### config.mk
export PLATFORM = sky130hd
export DESIGN_NAME = bus_xfer_sequencer
export DESIGN_NICKNAME = d
export VERILOG_FILES = /design/src/rtl/bus_xfer_sequencer.sv
export SDC_FILE = /design/constraint.sdc
export NUM_CORES = 1
export LEC_CHECK = 0
export CAP_MARGIN = 0
export CORE_MARGIN = 2
export CORE_UTILIZATION = 40
export CTS_CLUSTER_SIZE = 10
export DETAILED_ROUTE_END_ITERATION = 7
export PLACE_DENSITY = 0.85
export SETUP_SLACK_MARGIN = 0.3
export SLEW_MARGIN = 40
export SYNTH_ARGS = -nofsm -noshare
export SYNTH_HDL_FRONTEND = slang
export SYNTH_SLANG_ARGS = --single-unit
### constraint.sdc
create_clock -name clk -period 1.6 [get_ports clk]
set_clock_uncertainty 0.1 [all_clocks]
set_input_delay 0.32 -clock clk [delete_from_list [all_inputs] [get_ports clk]]
set_output_delay 0.32 -clock clk [all_outputs]
set_load 0.005 [all_outputs]
### src/rtl/bus_xfer_sequencer.sv
// bus_xfer_sequencer: sequences one register-to-register bus transfer as
// DRIVE (source strobe), LATCH (source held + destination strobe), DONE pulse.
// Requests are only accepted in IDLE or DONE, giving 3 cycles per transfer
// when req is held high.
// Optional build macro BUS_XFER_CHECK_EN: codes above 23 are rejected with a
// one-cycle done+err pulse. When it is undefined, every 5-bit code is decoded
// and err stays low.
module bus_xfer_sequencer (
  input  logic        clk,
  input  logic        clr,
  input  logic        req,
  input  logic [4:0]  src_sel,
  input  logic [4:0]  dst_sel,
  output logic [31:0] out_en,
  output logic [31:0] in_en,
  output logic        busy,
  output logic        done,
  output logic        err
);

  localparam int unsigned CodeW   = 5;
  localparam int unsigned StrobeW = 32;

  typedef enum logic [1:0] {
    StIdle  = 2'd0,
    StDrive = 2'd1,
    StLatch = 2'd2,
    StDone  = 2'd3
  } xferStateT;

  xferStateT          state;
  xferStateT          stateNext;
  logic [CodeW-1:0]   srcCode;
  logic [CodeW-1:0]   dstCode;
  logic [CodeW-1:0]   srcCodeNext;
  logic [CodeW-1:0]   dstCodeNext;
  logic [StrobeW-1:0] outEnNext;
  logic [StrobeW-1:0] inEnNext;
  logic               busyNext;
  logic               doneNext;
  logic               errNext;
  logic               codeBad;

  // Decode a bus code into its one-hot strobe.
  function automatic logic [StrobeW-1:0] oneHot(input logic [CodeW-1:0] code);
    oneHot = StrobeW'(1) << code;
  endfunction

  // Flag request codes that fall outside the populated bus range.
`ifdef BUS_XFER_CHECK_EN
  localparam logic [CodeW-1:0] MaxCode = CodeW'(23);
  assign codeBad = (src_sel > MaxCode) || (dst_sel > MaxCode);
`else
  assign codeBad = 1'b0;
`endif

  // Next state, next captured codes and next registered outputs.
  always_comb begin
    stateNext   = state;
    srcCodeNext = srcCode;
    dstCodeNext = dstCode;
    outEnNext   = '0;
    inEnNext    = '0;
    busyNext    = 1'b0;
    doneNext    = 1'b0;
    errNext     = 1'b0;
    case (state)
      StIdle, StDone: begin
        if (req) begin
          srcCodeNext = src_sel;
          dstCodeNext = dst_sel;
          if (codeBad) begin
            // Rejected request: skip straight to the completion pulse.
            stateNext = StDone;
            doneNext  = 1'b1;
            errNext   = 1'b1;
          end else begin
            stateNext = StDrive;
            outEnNext = oneHot(src_sel);
            busyNext  = 1'b1;
          end
        end else begin
          stateNext = StIdle;
        end
      end
      StDrive: begin
        // Source keeps driving while the destination loads.
        stateNext = StLatch;
        outEnNext = out_en;
        inEnNext  = oneHot(dstCode);
        busyNext  = 1'b1;
      end
      StLatch: begin
        stateNext = StDone;
        doneNext  = 1'b1;
      end
      default: begin
        stateNext = StIdle;
      end
    endcase
  end

  // State, captured codes and output registers with synchronous clear.
  always_ff @(posedge clk) begin
    if (clr) begin
      state   <= StIdle;
      srcCode <= '0;
      dstCode <= '0;
      out_en  <= '0;
      in_en   <= '0;
      busy    <= 1'b0;
      done    <= 1'b0;
      err     <= 1'b0;
    end else begin
      state   <= stateNext;
      srcCode <= srcCodeNext;
      dstCode <= dstCodeNext;
      out_en  <= outEnNext;
      in_en   <= inEnNext;
      busy    <= busyNext;
      done    <= doneNext;
      err     <= errNext;
    end
  end

endmodule

=== Word level (Yosys, flattened, before mapping) ===
Index checks and enable logic that the tools add are counted.

* Register bits: 73
* Bits in latches: 0
* Memory bits (writable): 0
* ROM bits: 0
* Input port bits: 13
* Output and inout port bits: 67
* Logic and storage cells: 23
* Memories: 0

* Add/subtract/negate cells: 0
* Multiply operators: 0
* Div/mod/pow operators: 0
* $lt $le $gt $ge: 0
* Equal/unequal tests: 3
* Shifts and indexed selects: 2
* Mux-type cells: 7
* Bitwise logic cells: 1
* Reduce and logical (&&, ||, !) cells: 4

{| class="wikitable"
|+ Operators by type and width
! kind !! count
|-
| $pmux W32 S2 || 1
|-
| $shl A1 B5 Y32 const A || 2
|-
| $mux W32 || 1
|-
| $pmux W2 S3 || 1
|-
| $eq A2 B2 Y1 const B || 2
|-
| $reduce_or A2 Y1 || 2
|-
| $mux W1 || 3
|-
| $eq A2 B1 Y1 const B || 1
|-
| $logic_not A2 Y1 || 1
|-
| $pmux W1 S2 || 1
|-
| $reduce_and A2 Y1 || 1
|-
| $not A1 Y1 || 1
|}

=== Logic depth before layout (Yosys ltp) ===
Gate-level depths: netlist of run 1.

* Depth in word-level cells: 3
* Gate-level depth with buffers: 7
* Depth with buffers taken out: 5

=== Worst setup path before layout of run 1 ===
No wires, ideal clock.

* Path type: flip-flop to flip-flop
* Start point: reg state[0]
* End point: reg out_en[0]
* Library setup time: 84 ps
* Data arrival time: 1392 ps
* Required time: 1416 ps
* Setup slack: 24 ps
* Stages on the path, launching flop included: 6
* Buffers on the path: 0
* Clock period less this slack: 1576 ps
* Cell sequence: dfxtp_1 > inv_1 > ha_1 > nand4bb_4 > or4_4 > o31ai_2

* Cells in the longest elaborated chain, start to end: 3
* Elaborated cells on any way between the ends: 5
* Those cells by class: eq/ne (2); mux (1); reduce/logical (2)

{| class="wikitable"
|+ Ends and longest elaborated chain
! item !! RTL line !! RTL
|-
| start: declaration || 31 || <nowiki>xferStateT state;</nowiki>
|-
| start signal: assignment || 106 || <nowiki>state <= StIdle;</nowiki>
|-
| start signal: assignment || 115 || <nowiki>state <= stateNext;</nowiki>
|-
| $eq A2 B2 Y1 / $logic_not A2 Y1 (equally long branches) || 67 || <nowiki>case (state)</nowiki>
|-
| $reduce_or A2 Y1 || 67 ||
|-
| $pmux W32 S2 || 67 ||
|-
| end signal: assignment || 118 || <nowiki>out_en <= outEnNext;</nowiki>
|-
| end: declaration || 14 || <nowiki>output logic [31:0] out_en,</nowiki>
|}

Several ways; a longest one is shown, not always the timed one.
A chain may end at the register's enable or synchronous reset.

=== Worst setup path in the final report of run 1 ===
Same ends and word-level chain as after synthesis.

==> out/results.md, run 1 <==
| Quantity | This run |
|:---|:---|
| Combined global-route utilization of all metal layers | 20.3% |
| Leading register cell type out of synthesis | sky130_fd_sc_hd__dfxtp_1 |
| Total area of sequential cells | 0.00151 mm^2 |
| Fill count | 467 |
| Number of global-route vias before repair | 2127 |
| Final hold viol count | 0 |
| Pwr per Cell Area | 1010 mW/mm^2 |
| Number of non-filler instances in the completed layout | 435 |
| Horiz. Die Dim | 81.0 um |
| Cell type contributing the most total cell area after synthesis | sky130_fd_sc_hd__dfxtp_1 |
| DR iter-0 viols | 90 |
| Synthesized-area fraction occupied by adder cells | 1.06% |
| Synthesized-area fraction occupied by ao, oa, aoi and oai cells | 10.6% |
| Synthesis Warnings | 0 |
| Crit Reg-Reg Startpoint | state[0] |
| Top cells by area, synth | sky130_fd_sc_hd__dfxtp_1 (62%), sky130_fd_sc_hd__nand2_1 (5.7%), sky130_fd_sc_hd__nor2_1 (4.6%), sky130_fd_sc_hd__o21ai_0 (3.8%), sky130_fd_sc_hd__nand2b_1 (3.2%) |
| Placer's final routability congestion estimate | 0.855 |
| Share of synthesized area spent on multiplexers | 0% |
| Share of async-settable or async-resettable flops after synthesis | 0% |
| Master cell of the clock root buffer | sky130_fd_sc_hd__clkbuf_8 |
| Final setup violation count | 5 |
| Combined area of the multi-input logic cells | 0.00115 mm^2 |
| Routed Wire Length | 6.77 mm |
| Die H | 81.0 um |
| Critical Path End Type | flop |
| Top cell types by occurrence after synthesis | sky130_fd_sc_hd__dfxtp_1 (73), sky130_fd_sc_hd__nand2_1 (36), sky130_fd_sc_hd__nor2_1 (29) |
| Die Area | 0.00656 mm^2 |
| Type of origin of the critical path | flop |
| Leakage power | 0.00160 uW |
| Register bit count reported by yosys | 73 |
| TritonCTS clock tree | yes |
| Pin count of the biggest net entering global routing | 17 |
| Number of buffers created by CTS | 9 |
| Status | complete, but fails checks |
| Drt via density | 4.94 |
| Crit Path Max Fanout | 4 |
| Detail-routed net length per standard cell | 15.6 um |
| DRC violations left | 0 |
| Dpl ws | -277 ps |
| Mapped Area | 0.00237 mm^2 |
| Share of final-layout standard cells stronger than drive strength 1 | 59.7% |
| Beginning of the critical path | state[0] |
| Max-cap viol count | 0 |
| Cells on worst reg2reg path | 5 |
| Number of vias after detailed routing | 2151 |
| Share of the synthesized area in the top cell type | 61.6% |
| Nets | 370 |
| Number of pins with negative max-slew slack in the final report | 0 |
| Row Count | 28 |
| Last element of the critical path | out_en[0] |
| Antenna fix cells | 0 |
| Level count of the clock H-tree | 3 |
| Post-synthesis average cell area | 9.68 um^2 |
| Top-level I/O count | 80 |
| Final worst hold slack | 349 ps |
| Portion of the post-synthesis area used by sequential elements | 61.6% |
| Antenna violations before repair | 0 |
| Slack of the worst reg-to-reg path | -40 ps |
| Global-route congestion overflow total | 0 |
| Highest achievable clock rate | 608 MHz |
| Worst-case setup margin in the final layout | -44.4 ps |
| Final period util | 103% |
| Area added between synthesis and finish | 60.4% |
| Synth Area in Simple Gates | 22.8% |
| First-pass GRT wire length | 10.0 mm |
| Violations in the final reports | setup timing |
| Maximum count of clock buffers along a single path | 2 |
| Data arrival time at the worst-slack endpoint | 1830 ps |
| Required time at the endpoint of the critical path | 1780 ps |
| Main combinational cell family by area after synthesis | simple AND/OR/NAND/NOR gates |
| Hold WC Path Type | flop to flop |
| Unique masters post-synth | 27 |
| Number of search-and-repair iterations in the first detailed-routing pass | 4 |
| Clock insertion delay at the later pin of the skew report | 350 ps |
| Half-perimeter wire length of the detailed placement result | 4.23 mm |
| Synth Area in XOR/XNOR | 0% |
| Library cell with the highest instance count after synthesis | sky130_fd_sc_hd__dfxtp_1 |
| Post-route minimum period | 1640 ps |
| Number of flops mapped to enable cells by yosys | 0 |
| Endpoint of the most critical register-to-register path | out_en[0] |
| Count of port buffers added during placement | 78 |
| Clock transition at the registers of the reported paths | 80 ps |
| Post-Place Cells | 407 |
| Net count of the mapped netlist | 260 |
| Worst Setup Path Type | flop to flop |
| Number of antenna-violating nets in the routed design | 0 |
| Setup_tns | -106 ps |
| RSZ-0062 raised after global routing | true |
| Core Box Area | 0.00582 mm^2 |
| Effective utilization at floorplan | 40.8% |
| Clock net sink count | 73 |
| Worst-case vdd ir drop | 0.650 mV |
| Synthesized instance count | 245 |
kinds of logic after synthesis:
kind of cell	count (synthesis)
buffers and inverters	20
AND/OR/NAND/NOR	110
flip-flops	73
other	1
adder cells (fa/ha/maj)	2
AO/OA/AOI/OAI	39
worst max-delay path, cell delays in order, from the launching register on:
cell and delay [ps]:
sky130_fd_sc_hd__dfxtp_2 350, sky130_fd_sc_hd__inv_2 50, sky130_fd_sc_hd__ha_4 270, sky130_fd_sc_hd__nand4bb_4 140, sky130_fd_sc_hd__or4_4 490, sky130_fd_sc_hd__o31ai_4 180
sequential cells by signal, indices dropped and copies added, names as in the netlist:
register  flops
out_en       32
dstCode       5
state         2
done          1
in_en        32
busy          1
placed cells by master (no fill, tap or decap), drive strengths merged, types with 3 or more instances in the layout:
cell	instances
dfxtp	73
buf	64
clkbuf	42
nand2	36
nor2	29
o21ai	18
clkdlybuf4s50	12
nand2b	12
nand3	11
nor3	10
a21oi	7
clkdlybuf4s15	6
o31ai	6
a32o	5
clkinv	4
nor2b	4
inv	4
a22o	3
area by class of cell:
class | count | share of cell area, %
Tap cell | 75 | 2.47
Inverter | 4 | 0.395
Multi-Input combinational cell | 152 | 30.3
Clock inverter | 6 | 1.51
Clock buffer | 10 | 3.62
Timing Repair Buffer | 115 | 21.9
Sequential cell | 73 | 39.8
per-layer routing:
| metal | wire [um] | global-route usage (%) | vias up |
|---|---|---|---|
| li1 | - | - | 1042 |
| met1 | 2800 | 23.0 | 1031 |
| met2 | 3530 | 36.2 | 66 |
| met3 | 262 | 3.44 | 12 |
| met4 | 171 | 11.2 | 0 |
| met5 | 0 | 0 | - |
how the worst min path moves through the flow:
stage	to	depth (start not counted)	slack [ps]	from
after floorplan	out_en[17]	2	340	out_en[17]
after global placement	out_en[18]	2	350	out_en[18]
after detailed placement	out_en[27]	2	340	out_en[27]
after CTS	out_en[27]	2	340	out_en[27]
after global routing	out_en[9]	2	360	out_en[9]
final	out_en[10]	2	350	out_en[10]
report_power, final:
part	total, uW	leakage (uW)	internal (uW)	switching, uW
sequential	1880	0.000610	1850	29.6
clock	1440	0.000102	751	685
combinational	532	0.000890	253	279
timing repair:
item / 4_1_cts / 5_1_grt
gates resized for setup: 255 / 80
buffers inserted: 7 / 2
endpoints found under the setup margin: 136 / 113
gates cloned: 3 / 0
hold buffers: 0 / 0
pin swaps: 21 / 9
hold endpoints to repair: 0 / 0
stage by stage:
stage / utilization [%] / area [um^2] / power [uW]
2_1_floorplan: - / 2420 / 2140
3_3_place_gp: 58.6 / 3410 / 2290
3_5_place_dp: 58.6 / 3410 / 2300
4_1_cts: 65.9 / 3830 / 3780
5_1_grt: 65.4 / 3800 / 3960
6_report: 65.4 / 3800 / 3850
Power figures use the tool's default switching activity.
==> inputs of run 2 (changes only) <==
Settings changed: MAX_ROUTING_LAYER from default to met4.
==> run 2 against run 1 <==
Against the previous run: the flow still finishes with violations (setup timing); clock power about the same; via count about the same; cell count did not move; first-iteration DRC count fell by 4.4%; critical path type unchanged; utilization unchanged; worst hold slack better by 1.3 ps; die area is the same; final area is the same; combinational power hardly changed; non-clock buffer count stayed put.
==> out/results.md, run 2 (same netlist as run 1, synthesis figures left out) <==
| Quantity | This run |
|:---|:---|
| Drt via density | 4.95 |
| Routed Wire Length | 6.72 mm |
| Worst-case setup margin in the final layout | -43.4 ps |
| Combined global-route utilization of all metal layers | 21.0% |
| Beginning of the critical path | state[0] |
| Maximum count of clock buffers along a single path | 2 |
| Number of vias after detailed routing | 2152 |
| Data arrival time at the worst-slack endpoint | 1820 ps |
| Worst Setup Path Type | flop to flop |
| Number of global-route vias before repair | 2124 |
| Worst-case vdd ir drop | 0.648 mV |
| Crit-path cells | inv_2 -> ha_4 -> nand4bb_4 -> or4_4 -> o31ai_4 |
| Largest incremental delay on the critical path | 490 ps |
| Core Box Area | 0.00582 mm^2 |
| Placed inst area | 0.00341 mm^2 |
| Most frequent cells in the layout | sky130_fd_sc_hd__dfxtp_2 (41), sky130_fd_sc_hd__dfxtp_1 (32), sky130_fd_sc_hd__clkbuf_2 (32) |
| Max-cap viol count | 0 |
| Master cell of the clock root buffer | sky130_fd_sc_hd__clkbuf_8 |
| Buffering stage count on the worst path with inverters included | 1 |
| Most common cell after layout, fill and taps aside | sky130_fd_sc_hd__dfxtp_2 |
| Leading registers by flop count | in_en: 32 flops, out_en: 32 flops, dstCode: 5 flops |
| Share of final-layout standard cells stronger than drive strength 1 | 59.7% |
| Half-perimeter wire length of the detailed placement result | 4.23 mm |
| Antenna violations before repair | 0 |
| Pwr per Cell Area | 1010 mW/mm^2 |
| Status | complete, but fails checks |
| Clock net sink count | 73 |
| Final instance area | 0.00380 mm^2 |
| Critical Path End Type | flop |
| Horiz. Die Dim | 81.0 um |
| Effective utilization at floorplan | 40.8% |
| Placer's final routability congestion estimate | 0.869 |
| Number of buffers added to fix hold violations after cts | 0 |
| Top-level I/O count | 80 |
| DRC violations left | 0 |
| Row Count | 28 |
| Setup_tns | -90.9 ps |
| RSZ-0062 raised after global routing | true |
| Launch instance of the worst min-delay path | out_en[10] |
| Count of port buffers added during placement | 78 |
| Clock insertion delay at the later pin of the skew report | 350 ps |
| Pin count of the biggest net entering global routing | 17 |
| Highest achievable clock rate | 609 MHz |
| Final period util | 103% |
| Detail-routed net length per standard cell | 15.4 um |
| Clock transition at the registers of the reported paths | 80 ps |
| Number of antenna-violating nets in the routed design | 0 |
| Total Power | 3840 uW |
| Number of search-and-repair iterations in the first detailed-routing pass | 4 |
| Post-route core utilization | 65.4% |
| Area added between synthesis and finish | 60.4% |
| Required time at the endpoint of the critical path | 1780 ps |
| Final setup violation count | 5 |
| Violations in the final reports | setup timing |
| DR iter-0 viols | 86 |
| Die H | 81.0 um |
| Family of cells with the greatest summed delay on the critical path | simple AND/OR/NAND/NOR gates |
| Crit Path Max Fanout | 4 |
| Post-Place Cells | 407 |
| First-pass GRT wire length | 10.0 mm |
| Crit-path slowest cell | sky130_fd_sc_hd__or4_4 |
| Number of non-filler instances in the completed layout | 435 |
| Final hold viol count | 0 |
| Antenna fix cells | 0 |
| Hold WC Path Type | flop to flop |
| Crit Reg-Reg Startpoint | state[0] |
| TritonCTS clock tree | yes |
| Number of pins with negative max-slew slack in the final report | 0 |
| Post-route minimum period | 1640 ps |
| Level count of the clock H-tree | 3 |
| Leakage power | 0.00160 uW |
| Die Area | 0.00656 mm^2 |
| Nets | 370 |
| Global-route congestion overflow total | 0 |
| Type of origin of the critical path | flop |
| Number of buffers created by CTS | 9 |
[run 2: cell counts in the layout (fill, tap and decap cells not counted)]
No cell type changed its count.
[run 2: worst paths after layout]
kind | to | slack, ps | cells past startpoint
worst max-delay path | out_en[0] | -40 | 5
worst min-delay path | out_en[10] | 350 | 2
worst max register to register | out_en[0] | -40 | 5
worst min register to register | out_en[10] | 350 | 2
[run 2: worst register-to-register path: stages (launching register included)]
cell and delay (ps):
sky130_fd_sc_hd__dfxtp_2 340, sky130_fd_sc_hd__inv_2 50, sky130_fd_sc_hd__ha_4 270, sky130_fd_sc_hd__nand4bb_4 150, sky130_fd_sc_hd__or4_4 490, sky130_fd_sc_hd__o31ai_4 180
[run 2: final cells by class]
cell class	instances	area, um^2
Sequential cell	73	1510
Fill cell	467	2010
Timing Repair Buffer	115	833
Clock inverter	6	57.6
Clock buffer	10	138
Multi-Input combinational cell	152	1150
Inverter	4	15.0
Tap cell	75	93.8
[run 2: timing repair]
item,CTS,global route
setup buffers,7,2
pin swaps,21,9
gates resized for setup,255,80
cloned,3,0
hold endpoints to repair,0,0
setup endpoints to repair,136,113
[run 2: power by group]
group / internal (uW) / switching, uW / total, uW
clock network: 751 / 670 / 1420
logic: 253 / 278 / 531
registers: 1850 / 29.2 / 1880
total: 2860 / 977 / 3840
[run 2: routing by layer]
metal | routed length [um] | global-route usage [%] | vias up
li1 | - | - | 1039
met1 | 2740 | 23.2 | 1034
met2 | 3580 | 36.2 | 69
met3 | 287 | 3.44 | 10
met4 | 114 | 11.2 | 0
met5 | 0 | - | -
[run 2: metrics by stage]
stage	setup WS (ps)	hold slack (ps)
after floorplan	69.3	343
after global placement	-216	346
after detailed placement	-277	343
after CTS	-55.0	345
after global routing	-99.4	364
final	-43.4	350
